==> src/rtl/ram_arbiter_pkg.sv <==
// Shared types for the data-RAM arbiter.
// Port ids, access sizes and the default lock burst limit.
package ram_arbiter_pkg;

  typedef enum logic [1:0] {
    RAM_BYTE = 2'd0,
    RAM_HALF = 2'd1,
    RAM_WORD = 2'd2
  } ram_size_e;

  typedef enum logic {
    ARB_CPU = 1'b0,
    ARB_DMA = 1'b1
  } arb_port_e;

  localparam int RAM_ARB_MAX_BURST = 4;

  function automatic logic [1:0] port_onehot(
    input arb_port_e p
  );
    return (p == ARB_DMA) ? 2'b10 : 2'b01;
  endfunction

endpackage

==> src/rtl/ram_arbiter_rr_pick.sv <==
// Two-way round-robin chooser with an optional lock owner.
// Grant is one-hot or zero and purely combinational.
module ram_arbiter_rr_pick
  import ram_arbiter_pkg::*;
(
  input  logic [1:0] i_valid,
  input  arb_port_e  i_last,
  input  logic       i_lock_act,
  input  arb_port_e  i_owner,
  output logic [1:0] o_grant
);

  arb_port_e w_last;
  logic      w_owner_vld;

  // A lock holder that dropped valid counts as the last winner.
  assign w_last = i_lock_act ? i_owner : i_last;
  assign w_owner_vld = (i_owner == ARB_DMA)
                     ? i_valid[1] : i_valid[0];

  always_comb begin
    o_grant = 2'b00;
    if (i_lock_act && w_owner_vld) begin
      o_grant = port_onehot(i_owner);
    end else begin
      unique case (i_valid)
        2'b11: o_grant = (w_last == ARB_CPU)
                       ? 2'b10 : 2'b01;
        2'b01: o_grant = 2'b01;
        2'b10: o_grant = 2'b10;
        default: o_grant = 2'b00;
      endcase
    end
  end

endmodule

==> src/rtl/ram_arbiter.sv <==
// Round-robin arbiter sharing the data RAM between CPU and DMA.
// Define RAM_ARB_LOCK_EN to enable burst locking via req_lock_i.
module ram_arbiter
  import ram_arbiter_pkg::*;
#(
  parameter int ADDR_W    = 32,
  parameter int DATA_W    = 32,
  parameter int MAX_BURST = RAM_ARB_MAX_BURST
) (
  input  logic                   clock,
  input  logic                   reset_n,
  input  logic [1:0]             req_valid_i,
  output logic [1:0]             req_ready_o,
  input  logic [1:0]             req_we_i,
  input  logic [1:0][ADDR_W-1:0] req_addr_i,
  input  logic [1:0][DATA_W-1:0] req_wdata_i,
  input  ram_size_e [1:0]        req_size_i,
  input  logic [1:0]             req_unsigned_i,
  input  logic [1:0]             req_lock_i,
  output logic [1:0]             rsp_valid_o,
  output logic [1:0][DATA_W-1:0] rsp_rdata_o,
  output logic [ADDR_W-1:0]      ram_addr_o,
  output logic [DATA_W-1:0]      ram_wdata_o,
  output ram_size_e              ram_size_o,
  output logic                   ram_unsigned_o,
  output logic                   ram_we_o,
  input  logic [DATA_W-1:0]      ram_rdata_i
);

  logic [1:0]        w_pick;
  logic [1:0]        w_grant;
  logic              w_any;
  logic              w_sel;
  arb_port_e         w_idx;
  logic              w_load;
  logic              w_lock_act;
  arb_port_e         w_owner;

  arb_port_e         r_last;
  logic              r_rsp_pend;
  arb_port_e         r_rsp_port;
  logic [DATA_W-1:0] r_rdata;

  ram_arbiter_rr_pick u_pick (
    .i_valid    (req_valid_i),
    .i_last     (r_last),
    .i_lock_act (w_lock_act),
    .i_owner    (w_owner),
    .o_grant    (w_pick)
  );

  // Held in reset: nothing is granted and no store reaches the RAM.
  assign w_grant = w_pick & {2{reset_n}};
  assign w_any   = |w_grant;
  assign w_sel   = w_grant[1];
  assign w_idx   = arb_port_e'(w_sel);
  assign w_load  = w_any & ~req_we_i[w_sel];

  assign req_ready_o    = w_grant;
  assign ram_addr_o     = w_any ? req_addr_i[w_sel] : '0;
  assign ram_wdata_o    = w_any ? req_wdata_i[w_sel] : '0;
  assign ram_size_o     = w_any ? req_size_i[w_sel] : RAM_BYTE;
  assign ram_unsigned_o = w_any & req_unsigned_i[w_sel];
  assign ram_we_o       = w_any & req_we_i[w_sel];

  always_ff @(posedge clock or negedge reset_n) begin
    if (!reset_n) begin
      r_last     <= ARB_DMA;
      r_rsp_pend <= 1'b0;
      r_rsp_port <= ARB_CPU;
      r_rdata    <= '0;
    end else begin
      r_rsp_pend <= w_load;
      if (w_any) begin
        r_last <= w_idx;
      end
      if (w_load) begin
        r_rsp_port <= w_idx;
        r_rdata    <= ram_rdata_i;
      end
    end
  end

  assign rsp_valid_o = r_rsp_pend
                     ? port_onehot(r_rsp_port) : 2'b00;
  assign rsp_rdata_o[0] = r_rdata;
  assign rsp_rdata_o[1] = r_rdata;

`ifdef RAM_ARB_LOCK_EN
  localparam int CW = $clog2(MAX_BURST + 1);

  logic          r_lock_act;
  arb_port_e     r_owner;
  logic [CW-1:0] r_cnt;
  logic          w_lock_nxt;
  arb_port_e     w_owner_nxt;
  logic [CW-1:0] w_cnt_nxt;

  // Beat count includes the beat that took the lock.
  always_comb begin
    w_lock_nxt  = 1'b0;
    w_owner_nxt = r_owner;
    w_cnt_nxt   = '0;
    if (w_any && req_lock_i[w_sel]) begin
      if (r_lock_act && w_idx == r_owner) begin
        if (r_cnt < CW'(MAX_BURST - 1)) begin
          w_lock_nxt = 1'b1;
          w_cnt_nxt  = r_cnt + 1'b1;
        end
      end else if (MAX_BURST > 1) begin
        w_lock_nxt  = 1'b1;
        w_owner_nxt = w_idx;
        w_cnt_nxt   = CW'(1);
      end
    end
  end

  always_ff @(posedge clock or negedge reset_n) begin
    if (!reset_n) begin
      r_lock_act <= 1'b0;
      r_owner    <= ARB_CPU;
      r_cnt      <= '0;
    end else begin
      r_lock_act <= w_lock_nxt;
      r_owner    <= w_owner_nxt;
      r_cnt      <= w_cnt_nxt;
    end
  end

  assign w_lock_act = r_lock_act;
  assign w_owner    = r_owner;
`else
  logic w_unused_lock;

  assign w_unused_lock = ^req_lock_i ^ (MAX_BURST < 1);
  assign w_lock_act    = 1'b0;
  assign w_owner       = ARB_CPU;
`endif

endmodule
==> config.mk <==
export PLATFORM = sky130hd
export DESIGN_NAME = ram_arbiter
export DESIGN_NICKNAME = d
export VERILOG_FILES = /design/src/rtl/ram_arbiter_pkg.sv /design/src/rtl/ram_arbiter_rr_pick.sv /design/src/rtl/ram_arbiter.sv
export SDC_FILE = /design/constraint.sdc
export NUM_CORES = 1
export LEC_CHECK = 0
export BUFFER_PORTS_ARGS = -buffer_cell sky130_fd_sc_hd__buf_2
export CORE_AREA = 2 2 120 122
export CTS_CLUSTER_DIAMETER = 40
export DETAILED_ROUTE_END_ITERATION = 10
export DIE_AREA = 0 0 122 124
export PLACE_DENSITY = 0.58
export RECOVER_POWER = 25
export SYNTH_ARGS = -nofsm -noshare
export SYNTH_HDL_FRONTEND = slang
export SYNTH_SLANG_ARGS = --single-unit
==> constraint.sdc <==
create_clock -name clock -period 4.2 [get_ports clock]
set_input_delay 0.21 -clock clock [delete_from_list [all_inputs] [get_ports clock]]
set_output_delay 0.21 -clock clock [all_outputs]
set_load 0.005 [all_outputs]
==> impl_metrics.tcl <==
set metrics [dict create \
    synthCells 343 \
    dieArea_sq_um 15100 \
    routabilityCongestion 0.699 \
    utilization_pct 30.3 \
    syn_avg_cell_area_sq_um 7.42 \
    cts.path.max_buffers 2 \
    drive_above_1_share_pct 57.3 \
    cts_htree_levels 2 \
    synthXorXnorAreaFrac_pct 0 \
    drv_slew 0 \
    root_buffer "clkbuf_16" \
    yosysMostFrequentCell "nand2_1" \
    crit-reg2reg-launch "r_last" \
    antenna_found_initial 0 \
    grt_pass1_vias 2727 \
    multi_input_comb_area_sq_um 1320 \
    ios 310 \
    synth_top_family_by_area "simple AND/OR/NAND/NOR gates" \
    post-cts-setup-buffer-count 0 \
    drc 0 \
    async_reset_ff_share_pct 100 \
    fin_worst_skew_ns 0.00373 \
    setup_viol_count_final 0 \
    grt_max_degree 70 \
    detail_route.vias_per_cell 3.98 \
    worstPathMaxFanout 69 \
    num-fill-cells 1513 \
    synth_adder_area_share_pct 0 \
    synth_area_leader_cell "dfrtp_1" \
    die_w_um 122 \
    synth_seq_cells 35 \
    synth_ff_type "dfrtp_1" \
    register_area_sq_um 877 \
    core_region_area_sq_um 13700 \
    first_iter_violations 136 \
    cp-end-kind "output port" \
    power.total_uw 1330 \
    synth_compound_area_share_pct 15.0 \
    synth_edf_count 0 \
    overflow 0 \
    crit_required_ns 3.99 \
    grt_pass1_wl_mm 14.0 \
    start_util_pct 18.5 \
    cap_violations 0 \
    fmax_ghz 0.396 \
    startpoint "r_last" \
    syn_nets 517 \
    cp.arrival_ns 2.32 \
    syn-cell-area_sq_um 2540 \
    area_delta_synth_final_pct 63.3 \
    synth_warnings 0 \
    clock_latency_ns 0.27 \
    clkTransAtPathRegs_ns 0.06 \
    muxShareOfSynthArea_pct 14.2 \
    finalCritPeriodShare_pct 60.1 \
    yosysUniqueCellTypes 22 \
    dp_hpwl_mm 8.02 \
    num_vias 3137 \
    hold_violations 0 \
    max_slew.worst_pin.slew_ns 1.03 \
    synth-simple-area-share_pct 22.1 \
    postCtsHoldBufs 0 \
    status "completed" \
    crit_path_start_kind "flop" \
    max-slew-margin-rel_pct 31.1 \
    leakagePower_uw 0.00238 \
    power.density_nw_per_um2 320 \
    hp-class "input pin to asynchronous set/reset pin" \
    cts_buffers 5 \
    post_cts_resized 0 \
    die_h_um 124 \
    synth_area_leaders "dfrtp_1, nand2_1, a21oi_1" \
    port_buffers 307 \
    global_route.usage.total_pct 11.6 \
    fin_nets 780 \
    vdd_drop_max_mv 0.157 \
    yosysSeqAreaShare_pct 34.5 \
    ant_nets 0 \
    synth_top_area_share_pct 33.4 \
    synthTopCellsByCount "nand2_1, a21oi_1, buf_4" \
    fin_setup_tns_ns 0 \
    routedWlPerCell_um 12.9 \
    min_period_ns 2.53 \
    wirelength_mm 10.2 \
    dr.pass1.iters 4 \
    clock_sinks 35 \
    criticalPathCategory "flop to output port" \
    cts_tree "done" \
    rsz0062_at_grt "false" \
    rows 43 \
]
## final cells by class
cell class | instances | area share [%]
diodes | 1 | 0.0602
clock buffers | 6 | 3.10
clock inverters | 2 | 0.301
inverters | 2 | 0.181
multi-input cells | 249 | 31.8
flip-flops and latches | 35 | 21.1
well taps | 180 | 5.42
repair buffers | 313 | 38.0
## cell families after synthesis
family | count (synthesis)
flops | 35
mux | 32
buf+inv | 59
compound gates | 73
simple gates | 144
## power by group
part           switching (uW)  internal [uW]  total [uW]
Clock                     138            219         357
Sequential               56.8            420         477
Combinational             222            275         496
Total                     417            914        1330
## cells in the final DEF, fill, tap and decap left out, types with 2 or more instances in the layout
cell,n
a21oi_1,69
clkbuf_16,5
mux2_1,8
mux2_2,24
clkbuf_1,2
o21ai_4,2
and3b_1,2
buf_2,306
buf_4,6
nand2_1,137
dfrtp_1,34
## stage by stage
step | hold slack [ns] | instance area, sq um | cells | worst slack (ns)
2_1_floorplan | -0.0856 | 2540 | 343 | 2.59
3_3_place_gp | 0.365 | 4010 | 779 | 1.97
3_5_place_dp | 0.374 | 4010 | 779 | 1.94
4_1_cts | 0.0792 | 4150 | 787 | 1.71
5_1_grt | 0.144 | 4150 | 787 | 1.55
6_report | 0.117 | 4150 | 788 | 1.67
## final timing paths
kind,endpoint,slack (ns),depth (start not counted)
min reg2reg,r_rsp_port,0.51,1
max,ram_addr_o[0],1.67,6
max in group asynchronous,r_rdata[8],3.72,2
min,r_rdata[12],0.12,2
min in group clock,r_rdata[3],0.14,2
max reg2reg,r_rdata[19],2.04,4
## worst max-delay path, cell delays in order, from the launching register on
cell and delay (ns):
dfstp_2 0.55, nand2_1 0.08, nand3_2 0.09, buf_4 0.55, nand2_1 0.12, a21oi_1 0.41
buf_2 0.20
## layer usage
metal / up-vias / track usage [%] / wire length [um]
li1: 1609 / - / -
met1: 1380 / 13.5 / 3770
met2: 142 / 21.8 / 5520
met3: 6 / 2.43 / 792
met4: 0 / 2.66 / 73
met5: - / 0 / 0
## registers in the layout, summed over array words and instances (netlist names)
register and cells:
r_rsp_port 1, r_last 1, r_rsp_pend 1, r_rdata 32
Note: power is estimated with default switching activity, not from simulation.
